<file path="src/rtl/parking_exit_ctrl.sv">
// Exit gate controller: two-digit exit code, bounded gate opening, lot occupancy count.
// Optional EXIT_LOCKOUT_EN adds the wrong-code try counter and the LOCKOUT state.
module parking_exit_ctrl #(
    parameter int unsigned CAPACITY     = 8,
    parameter int unsigned CNT_W        = 4,
    parameter logic [3:0]  EXIT_CODE    = 4'b1001,
    parameter int unsigned MAX_TRIES    = 3,
    parameter int unsigned GATE_TIMEOUT = 16,
    parameter int unsigned TMO_W        = 5
) (
    input  logic             clock,
    input  logic             reset,
    input  logic             exit_sensor,
    input  logic             gate_clear,
    input  logic             key_valid,
    input  logic [1:0]       key_digit,
    input  logic             car_in,
    input  logic             admin_clear,
    output logic             gate_open,
    output logic             green_led,
    output logic             red_led,
    output logic             alarm,
    output logic [CNT_W-1:0] occupancy,
    output logic             lot_full,
    output logic             lot_empty,
    output logic [2:0]       state_dbg
);

    localparam int unsigned TRY_W = $clog2(MAX_TRIES + 1);

    if (((1 << CNT_W) <= CAPACITY) || ((1 << TMO_W) <= GATE_TIMEOUT) || (MAX_TRIES < 1))
    begin : g_bad_params
        $error("parking_exit_ctrl: inconsistent parameters");
    end

    typedef enum logic [2:0] {
        IDLE    = 3'd0,
        CODE1   = 3'd1,
        CODE2   = 3'd2,
        OPEN    = 3'd3,
        LOCKOUT = 3'd4
    } state_t;

    state_t             state, state_nxt;
    logic [1:0]         digit, digit_nxt;
    logic [TMO_W-1:0]   timer, timer_nxt;
    logic [CNT_W-1:0]   occ_nxt;
    logic               dec;
`ifdef EXIT_LOCKOUT_EN
    logic [TRY_W-1:0]   tries, tries_nxt;
`else
    logic               unused_admin_clear;
    assign unused_admin_clear = admin_clear;
`endif

    assign state_dbg = state;

    always_comb begin
        state_nxt = state;
        digit_nxt = digit;
        timer_nxt = timer;
        dec       = 1'b0;
`ifdef EXIT_LOCKOUT_EN
        tries_nxt = tries;
`endif
        case (state)
            IDLE: if (exit_sensor && occupancy != '0) state_nxt = CODE1;
            CODE1: begin
                // Abort has priority over a keypad digit in the same cycle.
                if (!exit_sensor) state_nxt = IDLE;
                else if (key_valid) begin
                    digit_nxt = key_digit;
                    state_nxt = CODE2;
                end
            end
            CODE2: begin
                if (!exit_sensor) state_nxt = IDLE;
                else if (key_valid) begin
                    if ({digit, key_digit} == EXIT_CODE) begin
                        timer_nxt = '0;
                        state_nxt = OPEN;
`ifdef EXIT_LOCKOUT_EN
                        tries_nxt = '0;
`endif
                    end else begin
                        state_nxt = CODE1;
`ifdef EXIT_LOCKOUT_EN
                        tries_nxt = tries + 1'b1;
                        if (tries == TRY_W'(MAX_TRIES - 1)) state_nxt = LOCKOUT;
`endif
                    end
                end
            end
            OPEN: begin
                timer_nxt = timer + 1'b1;
                if (gate_clear) begin
                    dec       = 1'b1;
                    state_nxt = IDLE;
                end else if (timer == TMO_W'(GATE_TIMEOUT - 1)) begin
                    state_nxt = IDLE;
                end
            end
            LOCKOUT: begin
`ifdef EXIT_LOCKOUT_EN
                if (admin_clear) state_nxt = IDLE;
`endif
            end
            default: state_nxt = IDLE;
        endcase
`ifdef EXIT_LOCKOUT_EN
        if (admin_clear) tries_nxt = '0;
`endif
    end

    // A simultaneous entry and exit cancel out, even when the lot is full.
    always_comb begin
        occ_nxt = occupancy;
        if (car_in && !dec) begin
            if (occupancy != CNT_W'(CAPACITY)) occ_nxt = occupancy + 1'b1;
        end else if (dec && !car_in) begin
            occ_nxt = occupancy - 1'b1;
        end
    end

    always_ff @(posedge clock or negedge reset) begin
        if (!reset) begin
            state     <= IDLE;
            digit     <= '0;
            timer     <= '0;
            occupancy <= '0;
            lot_full  <= 1'b0;
            lot_empty <= 1'b1;
            gate_open <= 1'b0;
            green_led <= 1'b0;
            red_led   <= 1'b0;
`ifdef EXIT_LOCKOUT_EN
            tries     <= '0;
            alarm     <= 1'b0;
`endif
        end else begin
            state     <= state_nxt;
            digit     <= digit_nxt;
            timer     <= timer_nxt;
            occupancy <= occ_nxt;
            lot_full  <= (occ_nxt == CNT_W'(CAPACITY));
            lot_empty <= (occ_nxt == '0);
            gate_open <= (state_nxt == OPEN);
            green_led <= (state_nxt == OPEN);
`ifdef EXIT_LOCKOUT_EN
            tries     <= tries_nxt;
            alarm     <= (state_nxt == LOCKOUT);
`endif
            case (state_nxt)
                CODE1, CODE2: red_led <= 1'b1;
                LOCKOUT:      red_led <= (state == LOCKOUT) ? ~red_led : 1'b1;
                default:      red_led <= 1'b0;
            endcase
        end
    end

`ifndef EXIT_LOCKOUT_EN
    assign alarm = 1'b0;
`endif

endmodule

</file>
<file path="config.mk">
export PLATFORM = sky130hd
export DESIGN_NAME = parking_exit_ctrl
export DESIGN_NICKNAME = d
export VERILOG_FILES = /design/src/rtl/parking_exit_ctrl.sv
export SDC_FILE = /design/constraint.sdc
export NUM_CORES = 1
export LEC_CHECK = 0
export CORE_MARGIN = 5
export CORE_UTILIZATION = 53
export DETAILED_ROUTE_END_ITERATION = 12
export MAX_ROUTING_LAYER = met4
export PLACE_DENSITY_LB_ADDON = 0.05
export SYNTH_ARGS = -nofsm -noshare
export SYNTH_HDL_FRONTEND = slang
export SYNTH_SLANG_ARGS = --single-unit
</file>
<file path="constraint.sdc">
create_clock -name clock -period 2.3 [get_ports clock]
set_input_delay 0.46 -clock clock [delete_from_list [all_inputs] [get_ports clock]]
set_output_delay 0.46 -clock clock [all_outputs]
set_load 0.005 [all_outputs]
</file>
==> results of run 1 <==
-- synthesized netlist by cell type, types with 2 or more instances --
| cell | count |
|---|---|
| sky130_fd_sc_hd__o21ai_0 | 10 |
| sky130_fd_sc_hd__dfrtp_1 | 17 |
| sky130_fd_sc_hd__nand2b_1 | 2 |
| sky130_fd_sc_hd__nor2_1 | 7 |
| sky130_fd_sc_hd__or3_1 | 2 |
| sky130_fd_sc_hd__o21ai_1 | 2 |
| sky130_fd_sc_hd__buf_6 | 2 |
| sky130_fd_sc_hd__mux2_2 | 2 |
| sky130_fd_sc_hd__and3_1 | 3 |
| sky130_fd_sc_hd__nand2_1 | 12 |
| sky130_fd_sc_hd__ha_1 | 4 |
| sky130_fd_sc_hd__nand3_1 | 5 |
| sky130_fd_sc_hd__inv_1 | 5 |
| sky130_fd_sc_hd__buf_4 | 2 |
| sky130_fd_sc_hd__nor2b_1 | 2 |
| sky130_fd_sc_hd__xnor2_1 | 3 |
| sky130_fd_sc_hd__a21oi_1 | 3 |
-- logic make-up (layout without fill, tap and decap cells) --
group,after synthesis,count (layout)
fa+ha+maj,4,4
flops,18,18
other cells,1,1
xor+xnor,4,4
buf+inv,11,33
simple gates,42,42
mux,3,3
compound gates,23,23
-- routing by layer --
layer  share of wire  track usage
met5               0            -
met4           0.014       0.0747
met3           0.054       0.0305
met2            0.45        0.272
met1            0.48        0.225
-- path summary, 6_finish.rpt --
check / from / end / slack (ps) / cells after the start
max: occupancy[0]$_DFF_PN0_ / lot_empty$_DFF_PN1_ / 410 / 7
min: red_led$_DFF_PN0_ / red_led$_DFF_PN0_ / 460 / 1
max reg2reg: occupancy[0]$_DFF_PN0_ / lot_empty$_DFF_PN1_ / 410 / 7
min reg2reg: red_led$_DFF_PN0_ / red_led$_DFF_PN0_ / 460 / 1
max in group asynchronous: reset / lot_empty$_DFF_PN1_ / 1550 / 2
min in group asynchronous: reset / timer[4]$_DFFE_PN0P_ / 480 / 2
-- critical path, delay by kind of cell (launching register included) --
family	cells	cell delay, ps
AOI/OAI and AO/OA	2	520
xor gates and xnor gates	1	150
adders and majority gates	1	240
buffers and inverters	1	170
DFF	1	460
and+or+nand+nor	2	300
-- flip-flops by register name, summed over array words and instances, names as in the netlist --
signal,count
lot_empty,1
red_led,1
occupancy,4
green_led,1
state_dbg,3
lot_full,1
timer,5
digit,2
-- final cells by class --
type                       instances  share of cell area
tap                               27              0.0265
inverter                           6              0.0176
timing repair buffer              23               0.173
sequential                        18               0.354
clock buffer                       4              0.0284
multi-input combinational         77               0.401
-- power by group --
part	switching, W	total (W)	internal, W
Sequential	0.000135	0.000585	0.000450
Clock	0.0000977	0.000194	0.0000964
Combinational	0.000257	0.000577	0.000320
Total	0.000490	0.00136	0.000866
-- metrics by stage --
stage / util / hold slack [ps] / area, sq um
floorplan: - / 164 / 1030
global placement: 0.652 / 444 / 1240
detailed placement: 0.652 / 444 / 1240
CTS: 0.671 / 463 / 1280
global route: 0.671 / 502 / 1280
finish: 0.671 / 457 / 1280
==> run metrics, run 1 <==
outcome complete, no violations; hold buffer count at CTS 0; worst IR drop on VDD ~0.00068 V; leakage power 0.578 nW; number of enable flip-flop cells after synthesis 0; area used by multi-input combinational logic 512 sq um; Num CTS Buffers 3; setup repair after global routing missed its margin no; row cnt 16; post-placement worst setup slack around 120 ps; # fillers 155; number of pins exceeding their max-slew limit in the final report 0; arrival time of data at the critical path endpoint 2120 ps; category of the critical setup timing path register to register; Synth Area in XOR/XNOR 0.0341; post-synthesis net count between 100 and 150; area growth from synthesis to layout 24.2%; total global routing track utilization 0.175; unique cell type count in the Yosys netlist 40; transition time at the pin with the least slew margin approximately 510 ps; starting DRC count in detailed routing 22; final worst path period need ~1900 ps; layout cell share with drive strength beyond 1 0.133; Mapped Area a little over 1000 sq um; FMAX approximately 530 MHz; clk sinks 18; Post-Synth Adder-Cell Area 0.0487; PortBufs 19; Seq/Total Area, Yosys 0.440; crit end category register; number of nets at the end of the flow roughly 140; post-synthesis instance total around 110; prevailing post-synth register cell sky130_fd_sc_hd__dfrtp_1; number of levels in the clock H-tree 1; final clock skew 4.54 ps; number of resized instances in the post-cts repair step 0; synthesized area per cell between 9 and 10 sq um; async set-reset flop share out of synthesis 1.00; slowest cell on the critical path sky130_fd_sc_hd__dfrtp_1; post-layout power ~0.0014 W; library cell with the largest summed area after synthesis sky130_fd_sc_hd__dfrtp_1; Syn. warnings 0; Final TNS setup 0 ps; DRC viols 0; number of max-capacitance violations reported 0; wire length of the first global-routing pass around 3.6 mm; sum of overflow across all layers after global routing 0; share of cell area taken by muxes after synthesis 0.0365; initial cell density of the core 0.540; final worst path period share 0.823; buffer type at the clock tree root sky130_fd_sc_hd__clkbuf_4; area fraction in and, or, nand and nor cells after synthesis 0.228; Area contributors post-synth sky130_fd_sc_hd__dfrtp_1 (41%), sky130_fd_sc_hd__ha_1 (4.9%), sky130_fd_sc_hd__o21ai_0 (4.9%); total of flip-flops plus latches after synthesis 18; Antenna Violating Nets Remaining 0; total power per unit cell area 1060 nW/um^2; crit-path max cell delay 460 ps; die extent in x 54.0 um; worst path required time approximately 2500 ps; Max-Slew Margin vs Limit 0.650; Synth top area share 0.414; largest net degree at the start of global routing 19; clock transition at the registers of the reported paths approximately 100 ps; I/O pins 22; area of the core region 1900 sq um; buffers from clock root to sink, at most 2; Crit Path Max Fanout 7; via count of the first global-routing pass 827; crit path cell chain inv_1 > ha_1 > nand3b_1 > xnor2_1 > o311ai_0 > o21a_1 > nor3b_2; most frequent standard cell in the layout excluding fill and tap cells sky130_fd_sc_hd__clkdlybuf4s50_1; detailed-route via count roughly 830; Setup WS post-layout roughly 400 ps; Placed Instances 151; drt first pass iters 4; dominant combinational cell family by area after synthesis simple AND/OR/NAND/NOR gates; drt wl/cell ~13 um; crit start category register; Seq. cell area 452 sq um; overall die height ~54 um; commonest non-fill, non-tap cells in the layout sky130_fd_sc_hd__clkdlybuf4s50_1 (19), sky130_fd_sc_hd__dfrtp_1 (17), sky130_fd_sc_hd__nand2_1 (12); setup repair bufs after CTS 0; global placement routability congestion 0.791; initial antenna violation count 0; worst hold path type register to register; setup violators final 0; Post-DP HPWL between 1.5 and 2 mm; area enclosed by the die boundary roughly 3000 sq um; vias per inst roughly 5.3; clock latency reported for the late side of the worst-skew pair 290 ps; total length of routed wires 2.02 mm; Synth Area in Compound Gates 0.147; TritonCTS clock tree done; total count of hold-check failures in the final report 0; Antenna Diode Count 0; Cell Count, Final, Fillers Out 155
No activity file was read; power rests on OpenSTA's default activity.
==> inputs of run 2 (changes only) <==
CORE_UTILIZATION = 49   (was 53)
clock period = 1.9 ns   (was 2.3 ns; I/O delays follow)
==> run 2 against run 1 <==
- via count grew 3.6%
- largest cell class unchanged
- largest power group is now combinational logic
- clock skew shrank 1.3 ps
- flip-flop and latch count unchanged
==> run metrics, run 2 (synthesis results as in run 1) <==
setup repair after global routing missed its margin no; Largest delay share family, worst path compound AO/OA/AOI/OAI gates; largest reg by FF count timer; I/O pins 22 (unchanged); crit-path max cell delay 390 ps (-70 ps); power share of the combinational group 0.473 (+0.047); slowest cell on the critical path sky130_fd_sc_hd__dfrtp_1; commonest non-fill, non-tap cells in the layout sky130_fd_sc_hd__clkdlybuf4s50_1 (19), sky130_fd_sc_hd__dfrtp_1 (17), sky130_fd_sc_hd__nand2_1 (12); PortBufs 19 (unchanged); transition time at the pin with the least slew margin 489 ps (-21.9 ps); number of resized instances in the post-cts repair step 0 (unchanged); # fillers 157 (+1.3%); number of nets at the end of the flow 149 (+4.9%); wire length of the first global-routing pass 3.73 mm (+3.0%); worst path required time 2130 ps (-390 ps); post-place instance area 1290 sq um (+4.2%); starting DRC count in detailed routing 4 (-82%); FMAX 574 MHz (+8.8%); stages on the worst setup path 7 (unchanged); buffers from clock root to sink, at most 2 (unchanged); timing endpoint of the critical path lot_full$_DFF_PN0_; initial antenna violation count 0 (unchanged); setup violators final 0 (unchanged); number of pins exceeding their max-slew limit in the final report 0 (unchanged); Num CTS Buffers 3 (unchanged); crit path cell chain inv_1 > ha_1 > nand3b_1 > xnor2_1 > o311ai_0 > o21a_1 > and3_1; global placement routability congestion 0.760 (-3.8%); via count of the first global-routing pass 920 (+11%); Max-Slew Margin vs Limit 0.665 (+0.0150); DRC viols 0 (unchanged); category of the critical setup timing path register to register; final worst path period need 1740 ps (-153 ps); Antenna Violating Nets Remaining 0 (unchanged); worst hold path type input port to async pin; buffer type at the clock tree root sky130_fd_sc_hd__clkbuf_4; leakage power 0.612 nW (+5.8%); max reg flops 5 (unchanged); total length of routed wires 2.03 mm (+0.64%); fraction of power consumed by sequential logic 0.391 (-0.040); part of the power in the clock network 0.136 (-0.007); initial cell density of the core 0.518 (-0.0218); final worst path period share 0.916 (+0.0930); area enclosed by the die boundary 3110 sq um (+6.6%); sum of overflow across all layers after global routing 0 (unchanged); worst IR drop on VDD 0.000781 V (+16%); switching power summed over all nets 0.000597 W (+22%); Crit Path Max Fanout 4 (-3); arrival time of data at the critical path endpoint 1970 ps (-150 ps); overall die height 55.8 um (+3.3%); largest net degree at the start of global routing 13 (-6); Worst Reg2Reg Path Length in Cells 7 (unchanged); CP Launch Point occupancy[0]$_DFF_PN0_; layout cell share with drive strength beyond 1 0.178 (+0.0450); Post-DP HPWL 1.64 mm (+4.3%); area used by multi-input combinational logic 512 sq um (unchanged); Seq. cell area 452 sq um (unchanged); clock transition at the registers of the reported paths 100 ps (about the same); switching fraction of total power 0.351 (-0.0106); clock latency reported for the late side of the worst-skew pair 290 ps (about the same); crit end category register; clk sinks 18 (unchanged); Antenna Diode Count 0 (unchanged); total power per unit cell area 1280 nW/um^2 (+21%); outcome complete, no violations; drt first pass iters 3 (-1); Reg2Reg Setup Slack 160 ps (-250 ps); number of levels in the clock H-tree 1 (unchanged); total count of hold-check failures in the final report 0 (unchanged); reg-to-reg critical path endpoint lot_full$_DFF_PN0_; fin util 0.670 (about the same); area growth from synthesis to layout 29.4%; vias per inst 5.28 (-0.85%); crit start category register; hold buffer count at CTS 0 (unchanged); setup repair bufs after CTS 0 (unchanged); die extent in x 55.8 um (+3.3%); most frequent standard cell in the layout excluding fill and tap cells sky130_fd_sc_hd__clkdlybuf4s50_1; final clock skew 3.19 ps (-1.35 ps); Int Pwr 0.00111 W (+28%); drt wl/cell 12.6 um (-3.7%); area of the core region 1980 sq um (+4.2%); number of max-capacitance violations reported 0 (unchanged); total global routing track utilization 0.153 (-0.0222); buffer and inverter count on the worst path 1 (unchanged); row cnt 16 (unchanged); start of the worst register-to-register path occupancy[0]$_DFF_PN0_; detailed-route via count 856 (+3.6%); post-route design area 1330 sq um (+4.1%); TritonCTS clock tree done
-- run 2: changes by cell type in the layout (fill, tap and decap cells not counted) --
cell / delta
sky130_fd_sc_hd__buf_4: +7
-- run 2: layer usage --
metal / wire, um / track usage / up-vias
li1: - / - / 429
met1: 805 / 0.150 / 410
met2: 1110 / 0.277 / 15
met3: 101 / 0.0394 / 2
met4: 13 / 0.0764 / 0
met5: 0 / - / -
-- run 2: area by class of cell --
| cell class | instances | area share |
|---|---|---|
| timing repair buffer | 30 | 0.205 |
| inverter | 6 | 0.0169 |
| multi-input combinational | 77 | 0.385 |
| clock buffer | 4 | 0.0273 |
| tap | 27 | 0.0254 |
| sequential | 18 | 0.340 |
-- run 2: metrics by stage --
stage	setup slack, ps	cells	hold slack [ps]	setup TNS [ps]	total power [W]
floorplan	271	106	84.4	0	0.00112
global placement	-90.5	158	445	-122	0.00145
detailed placement	-103	158	445	-226	0.00149
CTS	136	162	333	0	0.00173
global route	35.2	162	329	0	0.00186
finish	159	162	340	0	0.00170
-- run 2: power by group through the flow --
stage	Combinational [W]	Sequential, W	Clock, W
2_1_floorplan	0.000443	0.000677	0
3_3_place_gp	0.000786	0.000661	0
3_5_place_dp	0.000817	0.000671	0
4_1_cts	0.000820	0.000664	0.000246
5_1_grt	0.000901	0.000690	0.000270
6_report	0.000806	0.000665	0.000232
-- run 2: worst min path at each step --
stage	start	end	slack, ps	cells past startpoint
global placement	red_led$_DFF_PN0_	red_led$_DFF_PN0_	440	1
detailed placement	red_led$_DFF_PN0_	red_led$_DFF_PN0_	440	1
CTS	reset	occupancy[0]$_DFF_PN0_	330	1
finish	reset	occupancy[0]$_DFF_PN0_	340	1
floorplan	reset	digit[0]$_DFFE_PN0P_	80	0
global route	reset	occupancy[0]$_DFF_PN0_	330	1
==> inputs of run 3 (changes only) <==
CELL_PAD_IN_SITES_DETAIL_PLACEMENT = 0   (was unset)
CELL_PAD_IN_SITES_GLOBAL_PLACEMENT = 1   (was unset)
CORE_UTILIZATION = 37   (was 49)
==> run 3 against run 2 <==
- utilization shrank 18 points
- clock power grew 3%
- critical path type is now register to output port
- highest routed layer unchanged
- non-clock buffer count is the same
- power is essentially flat
- combinational power shrank 0.9%
- worst setup slack lost 6.8 ps
- flip-flop and latch count is the same
- die area grew 26%
- sequential power is essentially flat
- clock skew is essentially flat
- largest cell class unchanged
- first-iteration DRC count grew to 9.8 times the previous value
==> run metrics, run 3 (synthesis results as in run 1) <==
clk sinks 18 (unchanged); die extent in x 62.7 um (+12%); final clock skew 3.29 ps (+0.0984 ps); largest net degree at the start of global routing 19 (+6); number of nets at the end of the flow 149 (unchanged); PortBufs 19 (unchanged); buffers from clock root to sink, at most 2 (unchanged); overall die height 62.7 um (+12%); Placed Instances 162 (+2.5%); area growth from synthesis to layout 29.8%; fraction of met1 tracks used by global routing 0.131 (-0.0190); initial cell density of the core 0.379 (-0.139); category of the critical setup timing path register to output port; Reg2Reg Setup Slack 160 ps (about the same); crit start category register; FMAX 572 MHz (-0.39%); drt wl/cell 13.2 um (+4.8%); clock latency reported for the late side of the worst-skew pair 290 ps (about the same); I/O pins 22 (unchanged); buffer type at the clock tree root sky130_fd_sc_hd__clkbuf_4; Crit Path Max Fanout 9 (+5); crit-path max cell delay 510 ps (+120 ps); final worst path period share 0.920 (+0.00360); setup repair after global routing missed its margin no; crit end category output port; number of resized instances in the post-cts repair step 0 (unchanged); Worst Reg2Reg Path Length in Cells 7 (unchanged); setup repair bufs after CTS 0 (unchanged); number of levels in the clock H-tree 1 (unchanged); Cell Count, Final, Fillers Out 166 (+2.5%); Post-DP HPWL 1.69 mm (+3.0%); worst hold path type input port to async pin; reg-to-reg critical path endpoint lot_empty$_DFF_PN1_; global routing's busiest layer met2; number of pins exceeding their max-slew limit in the final report 0 (unchanged); final worst path period need 1750 ps (+6.83 ps); slowest cell on the critical path sky130_fd_sc_hd__clkdlybuf4s50_1; Seq. cell area 452 sq um (unchanged); buffer and inverter count on the worst path 2 (+1); total power per unit cell area 1270 nW/um^2 (-0.47%); commonest non-fill, non-tap cells in the layout sky130_fd_sc_hd__clkdlybuf4s50_1 (19), sky130_fd_sc_hd__dfrtp_1 (17), sky130_fd_sc_hd__nand2_1 (12); detailed-route via count 880 (+2.8%); # fillers 274 (+75%); drt first pass iters 4 (+1); area of the core region 2710 sq um (+37%); area used by multi-input combinational logic 512 sq um (unchanged); setup violators final 0 (unchanged); met2 Use GR 0.218 (-0.0594); Largest delay share family, worst path buffers and inverters; Antenna Diode Count 0 (unchanged); Antenna Violating Nets Remaining 0 (unchanged); Final TNS setup 0 ps (unchanged); clock transition at the registers of the reported paths 110 ps (about the same); DRC viols 0 (unchanged); GR Util met3 0.0252 (-0.0143); via count of the first global-routing pass 912 (-0.87%); row cnt 19 (+3); post-route design area 1330 sq um (+0.38%); post-placement worst setup slack -159 ps (-56.2 ps); hold buffer count at CTS 0 (unchanged); max reg flops 5 (unchanged); Setup WS post-layout 152 ps (-6.83 ps); transition time at the pin with the least slew margin 482 ps (-7.16 ps); worst IR drop on VDD 0.000750 V (-4.1%); layout cell share with drive strength beyond 1 0.178 (unchanged); largest reg by FF count timer; leakage power 0.612 nW (+0.11%); total length of routed wires 2.19 mm (+7.4%); vias per inst 5.30 (+0.33%); arrival time of data at the critical path endpoint 1370 ps (-600 ps); total global routing track utilization 0.123 (-0.0300); sum of overflow across all layers after global routing 0 (unchanged); number of max-capacitance violations reported 0 (unchanged); initial antenna violation count 0 (unchanged); global placement routability congestion 0.816 (+7.3%); wire length of the first global-routing pass 3.86 mm (+3.5%); TritonCTS clock tree done; post-place instance area 1300 sq um (+0.39%); crit path cell chain buf_4 > clkdlybuf4s50_1; area enclosed by the die boundary 3930 sq um (+26%); Max-Slew Margin vs Limit 0.670 (+0.00490); Num CTS Buffers 3 (unchanged); starting DRC count in detailed routing 39 (+35); total count of hold-check failures in the final report 0 (unchanged); outcome complete, no violations; start of the worst register-to-register path occupancy[0]$_DFF_PN0_; most frequent standard cell in the layout excluding fill and tap cells sky130_fd_sc_hd__clkdlybuf4s50_1; worst path required time 1520 ps (-610 ps)
run 3: cell counts in the layout (fill, tap and decap cells not counted):
No cell type changed its count.
run 3: per-layer routing:
| metal | vias up | share of wire |
|---|---|---|
| met1 | 422 | 0.43 |
| met2 | 24 | 0.51 |
| li1 | 428 | - |
| met5 | - | 0 |
| met3 | 6 | 0.043 |
| met4 | 0 | 0.022 |
run 3: report_power, final:
| part | leakage (nW) | switching, W | total (W) | internal (W) |
|---|---|---|---|---|
| clock | 0.0210 | 0.000121 | 0.000238 | 0.000117 |
| sequential | 0.224 | 0.000119 | 0.000664 | 0.000545 |
| combinational | 0.367 | 0.000357 | 0.000799 | 0.000442 |
run 3: final cells by class:
class                      instances  share of cell area
multi-input combinational         77               0.384
sequential                        18               0.339
timing repair buffer              30               0.205
tap                               31              0.0291
clock buffer                       4              0.0272
inverter                           6              0.0169
run 3: how the worst max path moves through the flow:
stage	cells past startpoint	endpoint	slack [ps]	startpoint
detailed placement	6	lot_empty$_DFF_PN1_	-160	gate_clear
global placement	6	lot_empty$_DFF_PN1_	-140	gate_clear
global route	6	lot_empty$_DFF_PN1_	60	gate_clear
finish	2	state_dbg[0]	150	state_dbg[0]$_DFF_PN0_
floorplan	7	lot_empty$_DFF_PN1_	270	state_dbg[0]$_DFF_PN0_
CTS	2	state_dbg[0]	130	state_dbg[0]$_DFF_PN0_
run 3: worst register-to-register path, stage by stage, from the launching register on:
cell                       delay, ps
sky130_fd_sc_hd__dfrtp_1         400
sky130_fd_sc_hd__inv_1           120
sky130_fd_sc_hd__ha_1            230
sky130_fd_sc_hd__nand3b_1        130
sky130_fd_sc_hd__xnor2_1         140
sky130_fd_sc_hd__o311ai_0        310
sky130_fd_sc_hd__o21a_1          190
sky130_fd_sc_hd__nor3b_2         150
run 3: through the flow:
step	utilization	hold slack [ps]	power [W]
after CTS	0.492	391	0.00173
after global placement	0.479	448	0.00147
final	0.492	403	0.00170
after floorplan	-	84.4	0.00112
after global routing	0.492	415	0.00186
after detailed placement	0.479	448	0.00148
